--- config.mk ---
export PLATFORM = sky130hd
export DESIGN_NAME = pc_redirect_unit_flat
export DESIGN_NICKNAME = d
export VERILOG_FILES = /design/src/rtl/pc_redirect_unit_if.sv /design/src/rtl/pc_redirect_unit.sv /design/src/flat_wrapper.sv
export SDC_FILE = /design/constraint.sdc
export NUM_CORES = 1
export LEC_CHECK = 0
export ABC_AREA = 1
export CAP_MARGIN = 20
export CORE_ASPECT_RATIO = 0.8
export CORE_MARGIN = 2
export CORE_UTILIZATION = 34
export DETAILED_ROUTE_END_ITERATION = 8
export HOLD_SLACK_MARGIN = 0.15
export PLACE_DENSITY = 0.66
export SETUP_SLACK_MARGIN = 0.4
export SYNTH_ARGS = -nofsm -noshare
export SYNTH_HDL_FRONTEND = slang
export SYNTH_SLANG_ARGS = --single-unit
--- constraint.sdc ---
create_clock -name clk -period 1.65 [get_ports clk]
set_input_delay 0.2475 -clock clk [delete_from_list [all_inputs] [get_ports clk]]
set_output_delay 0.2475 -clock clk [all_outputs]
set_load 0.01 [all_outputs]
--- src/rtl/pc_redirect_unit_if.sv ---
// pc_redirect_unit_if
//   Bundle between the EX-stage branch logic, the hazard unit and the
//   PC/redirect stage.
//   master : branch/hazard side. Drives the decision, targets, stall and halt.
//            Observes the PC, the flushes, the halted flag and the redirect count.
//   slave  : pc_redirect_unit. Sees the same signals in the opposite direction.
//   Inputs to the unit : stall, ex_valid, branch_or_not, branch_target,
//                        jr, jr_target, halt
//   Outputs of the unit: pc, pc_plus4, flush_ifid, flush_idex, halted,
//                        taken_count
interface pc_redirect_unit_if #(
    parameter int PC_WIDTH  = 32,
    parameter int CNT_WIDTH = 16
);
    logic                 stall;
    logic                 ex_valid;
    logic                 branch_or_not;
    logic [PC_WIDTH-1:0]  branch_target;
    logic                 jr;
    logic [PC_WIDTH-1:0]  jr_target;
    logic                 halt;
    logic [PC_WIDTH-1:0]  pc;
    logic [PC_WIDTH-1:0]  pc_plus4;
    logic                 flush_ifid;
    logic                 flush_idex;
    logic                 halted;
    logic [CNT_WIDTH-1:0] taken_count;

    modport master (
        output stall, ex_valid, branch_or_not, branch_target, jr, jr_target, halt,
        input  pc, pc_plus4, flush_ifid, flush_idex, halted, taken_count
    );

    modport slave (
        input  stall, ex_valid, branch_or_not, branch_target, jr, jr_target, halt,
        output pc, pc_plus4, flush_ifid, flush_idex, halted, taken_count
    );
endinterface

--- src/rtl/pc_redirect_unit.sv ---
// pc_redirect_unit
//   Holds the fetch PC and picks the next one. It redirects on EX-stage taken
//   branches and jumps. It flushes IF/ID and ID/EX on each redirect. It holds
//   the PC on stall and on halt. It keeps a saturating count of redirects.
//   clk   : system clock. All state changes on the rising edge.
//   reset : asynchronous, active-high. Loads RESET_PC and returns to RUN.
//   bus   : pc_redirect_unit_if.slave (decision/targets in; pc/flushes/status out)
module pc_redirect_unit #(
    parameter int                PC_WIDTH  = 32,
    parameter logic [PC_WIDTH-1:0] RESET_PC = '0,
    parameter int                CNT_WIDTH = 16
) (
    input  logic                clk,
    input  logic                reset,
    pc_redirect_unit_if.slave   bus
);
    typedef enum logic {
        ST_RUN  = 1'b0,
        ST_HALT = 1'b1
    } state_t;

    state_t               r_state;
    state_t               w_state_next;
    logic [PC_WIDTH-1:0]  r_pc;
    logic [PC_WIDTH-1:0]  w_pc_next;
    logic [PC_WIDTH-1:0]  w_pc_plus4;
    logic [CNT_WIDTH-1:0] r_cnt;
    logic [CNT_WIDTH-1:0] w_cnt_next;
    logic                 w_redirect;

    assign w_pc_plus4 = r_pc + PC_WIDTH'(4);

    always_ff @(posedge clk or posedge reset) begin
        if (reset) begin
            r_state <= ST_RUN;
            r_pc    <= RESET_PC;
            r_cnt   <= '0;
        end else begin
            r_state <= w_state_next;
            r_pc    <= w_pc_next;
            r_cnt   <= w_cnt_next;
        end
    end

    // Next-state and next-PC selection. A redirect outranks stall and halt.
    // Any halt seen together with a redirect is on the wrong path and is dropped.
    always_comb begin
        w_state_next = r_state;
        w_pc_next    = r_pc;
        w_redirect   = 1'b0;
        case (r_state)
            ST_RUN: begin
                w_redirect = bus.ex_valid & (bus.jr | bus.branch_or_not);
                if (bus.ex_valid && bus.jr) begin
                    // jalr targets are forced to an even address.
                    w_pc_next = {bus.jr_target[PC_WIDTH-1:1], 1'b0};
                end else if (bus.ex_valid && bus.branch_or_not) begin
                    w_pc_next = bus.branch_target;
                end else if (bus.stall) begin
                    w_pc_next = r_pc;
                end else if (bus.halt) begin
                    w_pc_next    = r_pc;
                    w_state_next = ST_HALT;
                end else begin
                    w_pc_next = w_pc_plus4;
                end
            end
            ST_HALT: begin
                // Frozen until reset. Every input is ignored here.
                w_pc_next    = r_pc;
                w_state_next = ST_HALT;
            end
            default: begin
                w_state_next = ST_RUN;
            end
        endcase
    end

    // The counter sticks at all-ones instead of wrapping.
    always_comb begin
        w_cnt_next = r_cnt;
        if (w_redirect && (r_cnt != {CNT_WIDTH{1'b1}})) begin
            w_cnt_next = r_cnt + CNT_WIDTH'(1);
        end
    end

    // The flushes are combinational. The wrong-path instructions in IF/ID and
    // ID/EX die at the same edge that loads the target. The flushes are held
    // low while reset is asserted, even if EX inputs look like a redirect.
    assign bus.flush_ifid  = w_redirect & ~reset;
    assign bus.flush_idex  = w_redirect & ~reset;
    assign bus.pc          = r_pc;
    assign bus.pc_plus4    = w_pc_plus4;
    assign bus.halted      = (r_state == ST_HALT);
    assign bus.taken_count = r_cnt;
endmodule

--- src/flat_wrapper.sv ---
// flat-port wrapper written by rule: the top's interface ports become plain ports
module pc_redirect_unit_flat 
#(
    parameter int                PC_WIDTH  = 32,
    parameter logic [PC_WIDTH-1:0] RESET_PC = '0,
    parameter int                CNT_WIDTH = 16
)
  (clk, reset, bus_stall, bus_ex_valid, bus_branch_or_not, bus_branch_target, bus_jr, bus_jr_target, bus_halt, bus_pc, bus_pc_plus4, bus_flush_ifid, bus_flush_idex, bus_halted, bus_taken_count);
  pc_redirect_unit_if #(.PC_WIDTH(PC_WIDTH), .CNT_WIDTH(CNT_WIDTH)) bus_i ();
  input  logic clk;
  input  logic reset;
  input wire logic [$bits(bus_i.stall)-1:0] bus_stall;
  input wire logic [$bits(bus_i.ex_valid)-1:0] bus_ex_valid;
  input wire logic [$bits(bus_i.branch_or_not)-1:0] bus_branch_or_not;
  input wire logic [$bits(bus_i.branch_target)-1:0] bus_branch_target;
  input wire logic [$bits(bus_i.jr)-1:0] bus_jr;
  input wire logic [$bits(bus_i.jr_target)-1:0] bus_jr_target;
  input wire logic [$bits(bus_i.halt)-1:0] bus_halt;
  output wire logic [$bits(bus_i.pc)-1:0] bus_pc;
  output wire logic [$bits(bus_i.pc_plus4)-1:0] bus_pc_plus4;
  output wire logic [$bits(bus_i.flush_ifid)-1:0] bus_flush_ifid;
  output wire logic [$bits(bus_i.flush_idex)-1:0] bus_flush_idex;
  output wire logic [$bits(bus_i.halted)-1:0] bus_halted;
  output wire logic [$bits(bus_i.taken_count)-1:0] bus_taken_count;
  assign bus_i.stall = bus_stall;
  assign bus_i.ex_valid = bus_ex_valid;
  assign bus_i.branch_or_not = bus_branch_or_not;
  assign bus_i.branch_target = bus_branch_target;
  assign bus_i.jr = bus_jr;
  assign bus_i.jr_target = bus_jr_target;
  assign bus_i.halt = bus_halt;
  assign bus_pc = bus_i.pc;
  assign bus_pc_plus4 = bus_i.pc_plus4;
  assign bus_flush_ifid = bus_i.flush_ifid;
  assign bus_flush_idex = bus_i.flush_idex;
  assign bus_halted = bus_i.halted;
  assign bus_taken_count = bus_i.taken_count;
  pc_redirect_unit #(.PC_WIDTH(PC_WIDTH), .RESET_PC(RESET_PC), .CNT_WIDTH(CNT_WIDTH)) u_core (.clk(clk), .reset(reset), .bus(bus_i));
endmodule
# Word level (Yosys, flattened, before mapping)
# Cells that the tools add are included.
# op_classes
add_sub_neg	2
n_eq_ne	3
n_reduce_logical	4
mux	11
bitwise	5
# ops
op	count
32-bit 2-to-1 mux	5
32-bit by 3-bit adder with 32-bit output, second input constant	1
16-bit by 1-bit adder with 16-bit output, second input constant	1
16-bit inequality test, second input constant	1
4-bit by 2-bit inequality test with 1-bit output, second input constant	2
1-bit 2-to-1 mux	5
1-bit logical AND	3
3-bit AND reduction	1
1-bit AND	2
1-bit NOT	2
1-bit case mux with 2 select lines	1
1-bit bitwise OR	1
# word_totals
regBits	49
output_inout_bits	83
input_bits	71
elab_cells	28

# Depth between registers and ports, before layout
# Gate-level depths: netlist of run 1.
# logic_depth
word_depth	6
ltp_mapped	10
depth_no_buf	10

# Worst setup path after synthesis of run 1
# No wires, ideal clock.
# synth_path
path_kind	reg-to-reg
from	register u_core.r_pc[3] (netlist: u_core.bus.pc[3])
to	register u_core.r_pc[14] (netlist: u_core.bus.pc[14])
n_path_buf	0
period_less_slack_ns	1.619
setup_time_ns	0.065
required_time_ns	1.585
arrival_ns	1.554
stages_incl_launch_ff	11
slack_ns	0.031
path_cell_list	dfrtp_1 > ha_1 > nand2_1 > nor2_2 > nand2_2 > nor2_2 > xor2_1 > nand2_1 > nand2_1 > nand2_1 > nand2_1
# synth_between
elab_chain_cells	6
# synth_rtl
item	line_no	rtl
start, declared	pc_redirect_unit.sv:24	logic [PC_WIDTH-1:0] r_pc;
start signal, assigned	pc_redirect_unit.sv:40	r_pc <= w_pc_next;
32-bit by 3-bit adder with 32-bit output	pc_redirect_unit.sv:31	assign w_pc_plus4 = r_pc + PC_WIDTH'(4);
named net bus_pc_plus4[14]	flat_wrapper.sv:20	output wire logic [$bits(bus_i.pc_plus4)-1:0] bus_pc_plus4;
32-bit 2-to-1 mux	pc_redirect_unit.sv:61	end else if (bus.halt) begin
32-bit 2-to-1 mux	pc_redirect_unit.sv:59	end else if (bus.stall) begin
32-bit 2-to-1 mux	pc_redirect_unit.sv:57	end else if (bus.ex_valid && bus.branch_or_not) begin
32-bit 2-to-1 mux	pc_redirect_unit.sv:54	if (bus.ex_valid && bus.jr) begin
32-bit 2-to-1 mux	pc_redirect_unit.sv:51	case (r_state)
# The timed path passes the listed nets, and every way through them passes these cells. The select of a mux whose other input is x is not followed.
# A chain may end at the register's enable or synchronous reset.

# Final worst setup path of run 1
# layout_path
from	register u_core.r_pc[2] (netlist: u_core.bus.pc[2])
to	output port bus_pc_plus4[21]
# layout_between
elab_chain_cells	1
# layout_rtl
item	line_no
32-bit by 3-bit adder with 32-bit output	pc_redirect_unit.sv:31
end, declared	flat_wrapper.sv:20
# Every way passes these cells.

==> impl_results.md, run 1 <==
- Status: finished, violations left
- Failing checks: setup timing
- Starting Density: 34.5%
- Slew margin rel.: 60.1%
- Final Max Tran Viols: 0
- Worst slew pin tran: 598 ps
- Final worst slack: -400 ps
- CP Launch Type: flop
- Area share of and/or/nand/nor cells after synthesis: 40.5%
- Global-route wire length before repair: 24500 um
- Core box area: 10700 um2
- P_leak: 0.00373 uW
- Layout Cells excl Fill: 1038
- # IOs: 154
- Detailed placement HPWL: 10200 um
- WL final: 16800 um
- Fin Setup TNS: -8560 ps
- Hold buffer count at CTS: 0
- 1st-iter DRT viols: 238
- WL/cell: 16.2 um
- Most frequent cells in the layout: 123 x buf_6, 106 x nand2_1, 103 x nor2_1
- XOR/XNOR Fraction of Synth Area: 5.88%
- Commonest non-fill, non-tap cell in the layout: buf_6
- DP Cell Count: 931
- Mux share of post-synthesis cell area: 0%
- Top Family by Delay on Critical Path: simple AND/OR/NAND/NOR gates
- Worst R2R Setup Slack: -310 ps
- Final Critical Period: 2050 ps
- Max IR drop VDD: 0.603 mV
- FILL cells: 811
- Synth Register Bits: 49
- Routed vias/inst: 4.95
- TritonRoute pass-1 iters: 4
- Worst r2r path cells: 16
- Die area: 11700 um2
- Via count: 5135
- CP bufs+invs: 5
- Critical path capture point type: primary output
- WP depth: 11
- Worst EP required: 1400 ps
- CTS Buf Count: 5
- Initial antenna violation count: 0
- Layout area overhead: 110%
- Fin. Hold Viols: 0
- Setup CP Type: flop to primary output
- WP data arrival: 1800 ps
- Max stage delay on crit path: 390 ps
- Worst reg2reg path endpoint: u_core.bus.pc[21]
- Yosys warns: 0
- Post-synthesis net count: 662
- Die Ht: 97.3 um
- Synth Instances: 589
- CTS tree: built
- Clock sink count: 49
- MaxCap Viol Count: 0
- Largest net degree at the start of global routing: 49
- Adder-cell area share of the yosys netlist: 0.676%
- Unique masters post-synth: 30
- Die X: 121 um
- IO Port Bufs: 152
- RD Place Congestion: 0.922
- Worst-path maximum fanout: 4
- Crit share post-route: 124%
- Gr usage total: 25.9%
- Clock Pin Slew Worst Setup and Hold Paths: 70 ps
- Area of the multi-input gates: 2900 um2
- HP Class: input port to flop
- Post-synthesis compound-gate area fraction: 11.1%
- CP max-delay cell: dfrtp_1
- Row count: 34
- DRC Markers: 0
- Layout cell share with drive strength beyond 1: 48.0%
- Avg Synthesized Cell Area: 6.28 um2
- Reg2reg start: u_core.bus.pc[2]
- Ant diodes: 0
- Clock Latency Late Sink: 290 ps
- CP cell instances: buf_6 > inv_4 > nor2_4 > nand2_4 > nor2_4 > buf_12 > buf_6 > nand2_2 > nand2_2 > nand2_1 > buf_2
- Main combinational cell family by area after synthesis: simple AND/OR/NAND/NOR gates
- DRT antenna net count: 0
- Grt ovf: 0
- Worst Setup SP: u_core.bus.pc[2]
- CP Capture Point: bus_pc_plus4[21]
- Htree depth: 2
- Syn Std Cell Area: 3700 um2
- Pwr Density: 365 nW/um2
- Max Freq: 488 MHz
- Clock Tree Buf Depth: 2
- Sequential share of the synthesized area: 33.1%
- Unrepaired setup endpoints after global routing: yes
- CTS root buf: clkbuf_16
- Number of global-route vias before repair: 5015
- FF/Latch Area: 1230 um2
- Final setup vio count: 36
- Final #Nets: 966
- Final Skew: 10.3 ps
-- logic make-up (layout without fill, tap and decap cells) --
kind of cell | count (synthesis) | after routing
buffers and inverters | 76 | 381
DFF | 49 | 49
xor gates and xnor gates | 24 | 24
adders and majority gates | 2 | 2
AOI/OAI and AO/OA | 79 | 79
and+or+nand+nor | 359 | 359
-- registers in the layout, indices dropped and copies added, names as in the netlist --
name,flops
u_core.bus.pc,32
u_core.bus.taken_count,16
u_core.bus.halted,1
-- cell usage after synthesis --
| cell | number | area (um2) |
|---|---|---|
| nand2_1 | 168 | 631 |
| nand3b_1 | 3 | 22.5 |
| a22oi_1 | 1 | 7.51 |
| nor3_2 | 1 | 10.0 |
| inv_2 | 5 | 18.8 |
| o22ai_1 | 1 | 6.26 |
| nor2_4 | 5 | 56.3 |
| xor2_2 | 1 | 16.3 |
| nand4_1 | 4 | 25.0 |
| xor2_1 | 17 | 149 |
| a21oi_1 | 45 | 225 |
| xnor2_1 | 6 | 52.6 |
| nand2_2 | 5 | 31.3 |
| o21ai_4 | 1 | 16.3 |
| buf_6 | 1 | 11.3 |
| ha_1 | 2 | 25.0 |
| nand3_1 | 39 | 195 |
| o21ai_0 | 20 | 100 |
| o21ai_1 | 10 | 50.1 |
| dfrtp_1 | 49 | 1230 |
| clkbuf_1 | 6 | 22.5 |
| nor2_1 | 120 | 450 |
| nor2_2 | 5 | 31.3 |
| buf_2 | 5 | 25.0 |
| and2_1 | 1 | 6.26 |
| buf_4 | 6 | 45.0 |
| a31oi_1 | 1 | 6.26 |
| buf_1 | 4 | 15.0 |
| nor3_1 | 8 | 40.0 |
| inv_1 | 49 | 184 |
-- per-layer routing --
metal	track usage [%]	wire length [um]	vias to the layer above
met5	0	0	-
met4	6.98	425	0
met3	3.99	1120	36
met2	43.9	8470	191
met1	34.2	6770	2446
li1	-	-	2462
-- per-stage QoR --
stage | total power [uW] | utilization, % | hold WS (ps) | worst slack (ps) | area, um2
2_1_floorplan | 1370 | - | 284 | 83.9 | 3810
3_3_place_gp | 1590 | 55.5 | 506 | -418 | 5950
3_5_place_dp | 1590 | 55.5 | 542 | -451 | 5950
4_1_cts | 2830 | 64.7 | 292 | -388 | 6930
5_1_grt | 2940 | 72.7 | 323 | -476 | 7790
6_report | 2840 | 72.7 | 294 | -400 | 7790
-- worst min-delay path, stage by stage --
cell,delay [ps]
buf_2,100
inv_1,50
nand3_1,70
a31oi_1,80
-- where the power goes --
group	switching [uW]	internal, uW	leakage [uW]
logic	185	214	0.00304
registers	2.87	1200	0.000607
clock network	480	758	0.0000831
-- worst min path at each step --
stage | start | to | slack (ps) | cells past startpoint
global route | bus_jr | u_core.bus.pc[1] | 320 | 4
finish | bus_jr | u_core.bus.pc[1] | 290 | 4
global placement | u_core.bus.pc[0] | u_core.bus.pc[0] | 510 | 2
floorplan | reset | u_core.bus.halted | 280 | 1
detailed placement | u_core.bus.taken_count[5] | u_core.bus.taken_count[5] | 540 | 2
CTS | bus_jr | u_core.bus.pc[1] | 290 | 4
-- what timing repair did --
item,CTS,global route
gates cloned,3,0
setup buffers,62,34
gates resized for setup,464,171
setup endpoints to repair,130,116
pin swaps,52,69
-- cell type report --
cell class	count	area share, %
repair buffers	319	39.6
multi-input cells	464	37.2
well taps	144	2.31
flip-flops and latches	49	15.8
clock inverters	2	0.482
clock buffers	6	1.78
inverters	54	2.84
Power figures use the tool's default switching activity.
==> run 2: changes to the inputs <==
ABC_CLOCK_PERIOD_IN_PS = 2130   (was not set)
clock period = 2.13 ns   (was 1.65 ns; I/O delays follow)
==> run 2 against run 1 <==
Compared with the run above: the run now ends clean; register-to-register slack better by 670 ps; critical path depth down 1; via count down 11%; core utilization down 12 points; clock-buffer cell count down 1; cell count down 7.5%; non-clock buffer count down 78; global-route usage down 3.2 points; critical path type unchanged; highest routed layer unchanged.
==> impl_results.md, run 2 (synthesized netlist as in run 1, its figures left out) <==
- Status: completed
- Most frequent cells in the layout: 145 x nand2_1, 111 x clkdlybuf4s50_1, 104 x nor2_1
- Most frequent CP cell: nand2_1
- Die X: 121 um
- TritonRoute pass-1 iters: 6
- Layout cell share with drive strength beyond 1: 27.3%
- Die Ht: 97.3 um
- Number of global-route vias before repair: 4527
- Starting Density: 34.5%
- Worst EP required: 1810 ps
- CTS root buf: clkbuf_16
- Unrepaired setup endpoints after global routing: yes
- Row count: 34
- Sw frac: 23.4%
- Layout area overhead: 74.8%
- CP max-delay cell: dfrtp_1
- 1st-iter DRT viols: 278
- RD Place Congestion: 0.838
- Crit share post-route: 97.8%
- Clock Tree Buf Depth: 2
- Commonest non-fill, non-tap cell in the layout: nand2_1
- Hold Slack: 458 ps
- Worst r2r path cells: 13
- FILL cells: 985
- Clock Pin Slew Worst Setup and Hold Paths: 70 ps
- Pwr Density: 334 nW/um2
- Critical path capture point type: primary output
- Max Freq: 480 MHz
- Largest net degree at the start of global routing: 50
- Clock Latency Late Sink: 290 ps
- Fin. Hold Viols: 0
- Gr usage total: 22.7%
- MaxCap Viol Count: 0
- DRC Markers: 0
- WL final: 13500 um
- Global-route wire length before repair: 21700 um
- Layout Cells excl Fill: 960
- Clock share of power: 43.2%
- Setup CP Type: flop to primary output
- Final Skew: 9.44 ps
- # IOs: 154
- WP data arrival: 1760 ps
- CP cell instances: buf_4 > nand2_2 > nor2_4 > nand2_4 > buf_6 > nor2_4 > nand2_1 > nand2_1 > nand2_1 > buf_2
- Max IR drop VDD: 0.288 mV
- Power, Total: 2160 uW
- Pint: 1660 uW
- Clock sink count: 49
- Via count: 4553
- Worst R2R Setup Slack: 360 ps
- DP Cell Count: 912
- Final Critical Period: 2080 ps
- Flop pwr share: 43.2%
- Core Util, Final: 60.4%
- Slew margin rel.: 65.8%
- Gate power share: 13.6%
- Max FFs per register: 32
- Core box area: 10700 um2
- CP bufs+invs: 3
- P_leak: 0.00313 uW
- Initial antenna violation count: 0
- Grt ovf: 0
- IO Port Bufs: 152
- WL/cell: 14.1 um
- CTS tree: built
- Worst reg2reg path endpoint: u_core.bus.pc[28]
- CP Launch Type: flop
- Sw Pwr: 506 uW
- Max stage delay on crit path: 360 ps
- DRT antenna net count: 0
- Final setup vio count: 0
- HP Class: input port to async pin
- Reg2reg start: u_core.bus.pc[3]
- Die area: 11700 um2
- Worst-path maximum fanout: 4
- Final Max Tran Viols: 0
- CTS Buf Count: 5
- Ant diodes: 0
- Top Family by Delay on Critical Path: simple AND/OR/NAND/NOR gates
- Routed vias/inst: 4.74
- Htree depth: 2
- Final #Nets: 888
- Detailed placement HPWL: 9450 um
- Worst slew pin tran: 513 ps
==> run 2: cell count changes in the layout (fill, tap and decap cells not counted), sizes merged, moves of 6 or more <==
cell,before,now
buf,235,117
clkdlybuf4s15,11,1
clkdlybuf4s50,64,111
dlymetal6s2s,0,6
==> run 2: per-stage QoR <==
| stage | TNS [ps] | worst slack [ps] | area (um2) |
|---|---|---|---|
| after floorplan | 0 | 478 | 3700 |
| after global placement | -205 | -53.4 | 5680 |
| after detailed placement | -632 | -99.5 | 5680 |
| after CTS | 0 | 16.8 | 6090 |
| after global routing | -62.7 | -43.0 | 6470 |
| final | 0 | 47.2 | 6470 |
==> run 2: layout make-up <==
type                       instances  area (um2)  area share, %
multi-input combinational        464        2490           38.5
timing repair buffer             241        2190           33.9
sequential                        49        1230           19.0
inverter                          54         208           3.21
tap                              144         180           2.78
clock buffer                       5         125           1.93
clock inverter                     3        43.8          0.677
==> run 2: routing by layer <==
metal	part of all wire, %	track usage (%)
met1	44	29.0
met2	48	39.6
met3	6.5	4.58
met4	1.1	4.92
met5	0	0
==> run 2: power by group through the flow <==
stage	Combinational [uW]	Sequential, uW	Clock (uW)
after global placement	277	952	0
after floorplan	107	953	0
final	294	934	934
after detailed placement	279	952	0
after global routing	322	934	998
after CTS	289	933	949
==> run 2: worst max-delay path by stage <==
stage / startpoint / to / slack [ps] / cells after the start
floorplan: u_core.bus.pc[3] / bus_pc_plus4[14] / 480 / 6
global placement: u_core.bus.pc[2] / bus_pc_plus4[22] / -50 / 8
detailed placement: bus_ex_valid / bus_flush_ifid / -100 / 8
CTS: u_core.bus.pc[3] / bus_pc_plus4[12] / 20 / 8
global route: u_core.bus.pc[2] / bus_pc_plus4[29] / -40 / 10
finish: u_core.bus.pc[3] / bus_pc_plus4[29] / 50 / 10
==> run 2: worst reg2reg max path, delay by kind of cell (launching register included) <==
family	cells	cell delay [ps]
buffers and inverters	3	310
AOI/OAI and AO/OA	1	50
adders and majority gates	1	200
and+or+nand+nor	8	750
DFF	1	360
==> run 2: timing repair <==
| item | 4_1_cts | 5_1_grt |
|---|---|---|
| hold buffers | 0 | 0 |
| resized for setup | 166 | 84 |
| setup buffers | 28 | 12 |
| endpoints found under the setup margin | 35 | 67 |
| pin swaps | 26 | 28 |
| cloned | 0 | 0 |
| endpoints found under the hold margin | 0 | 0 |
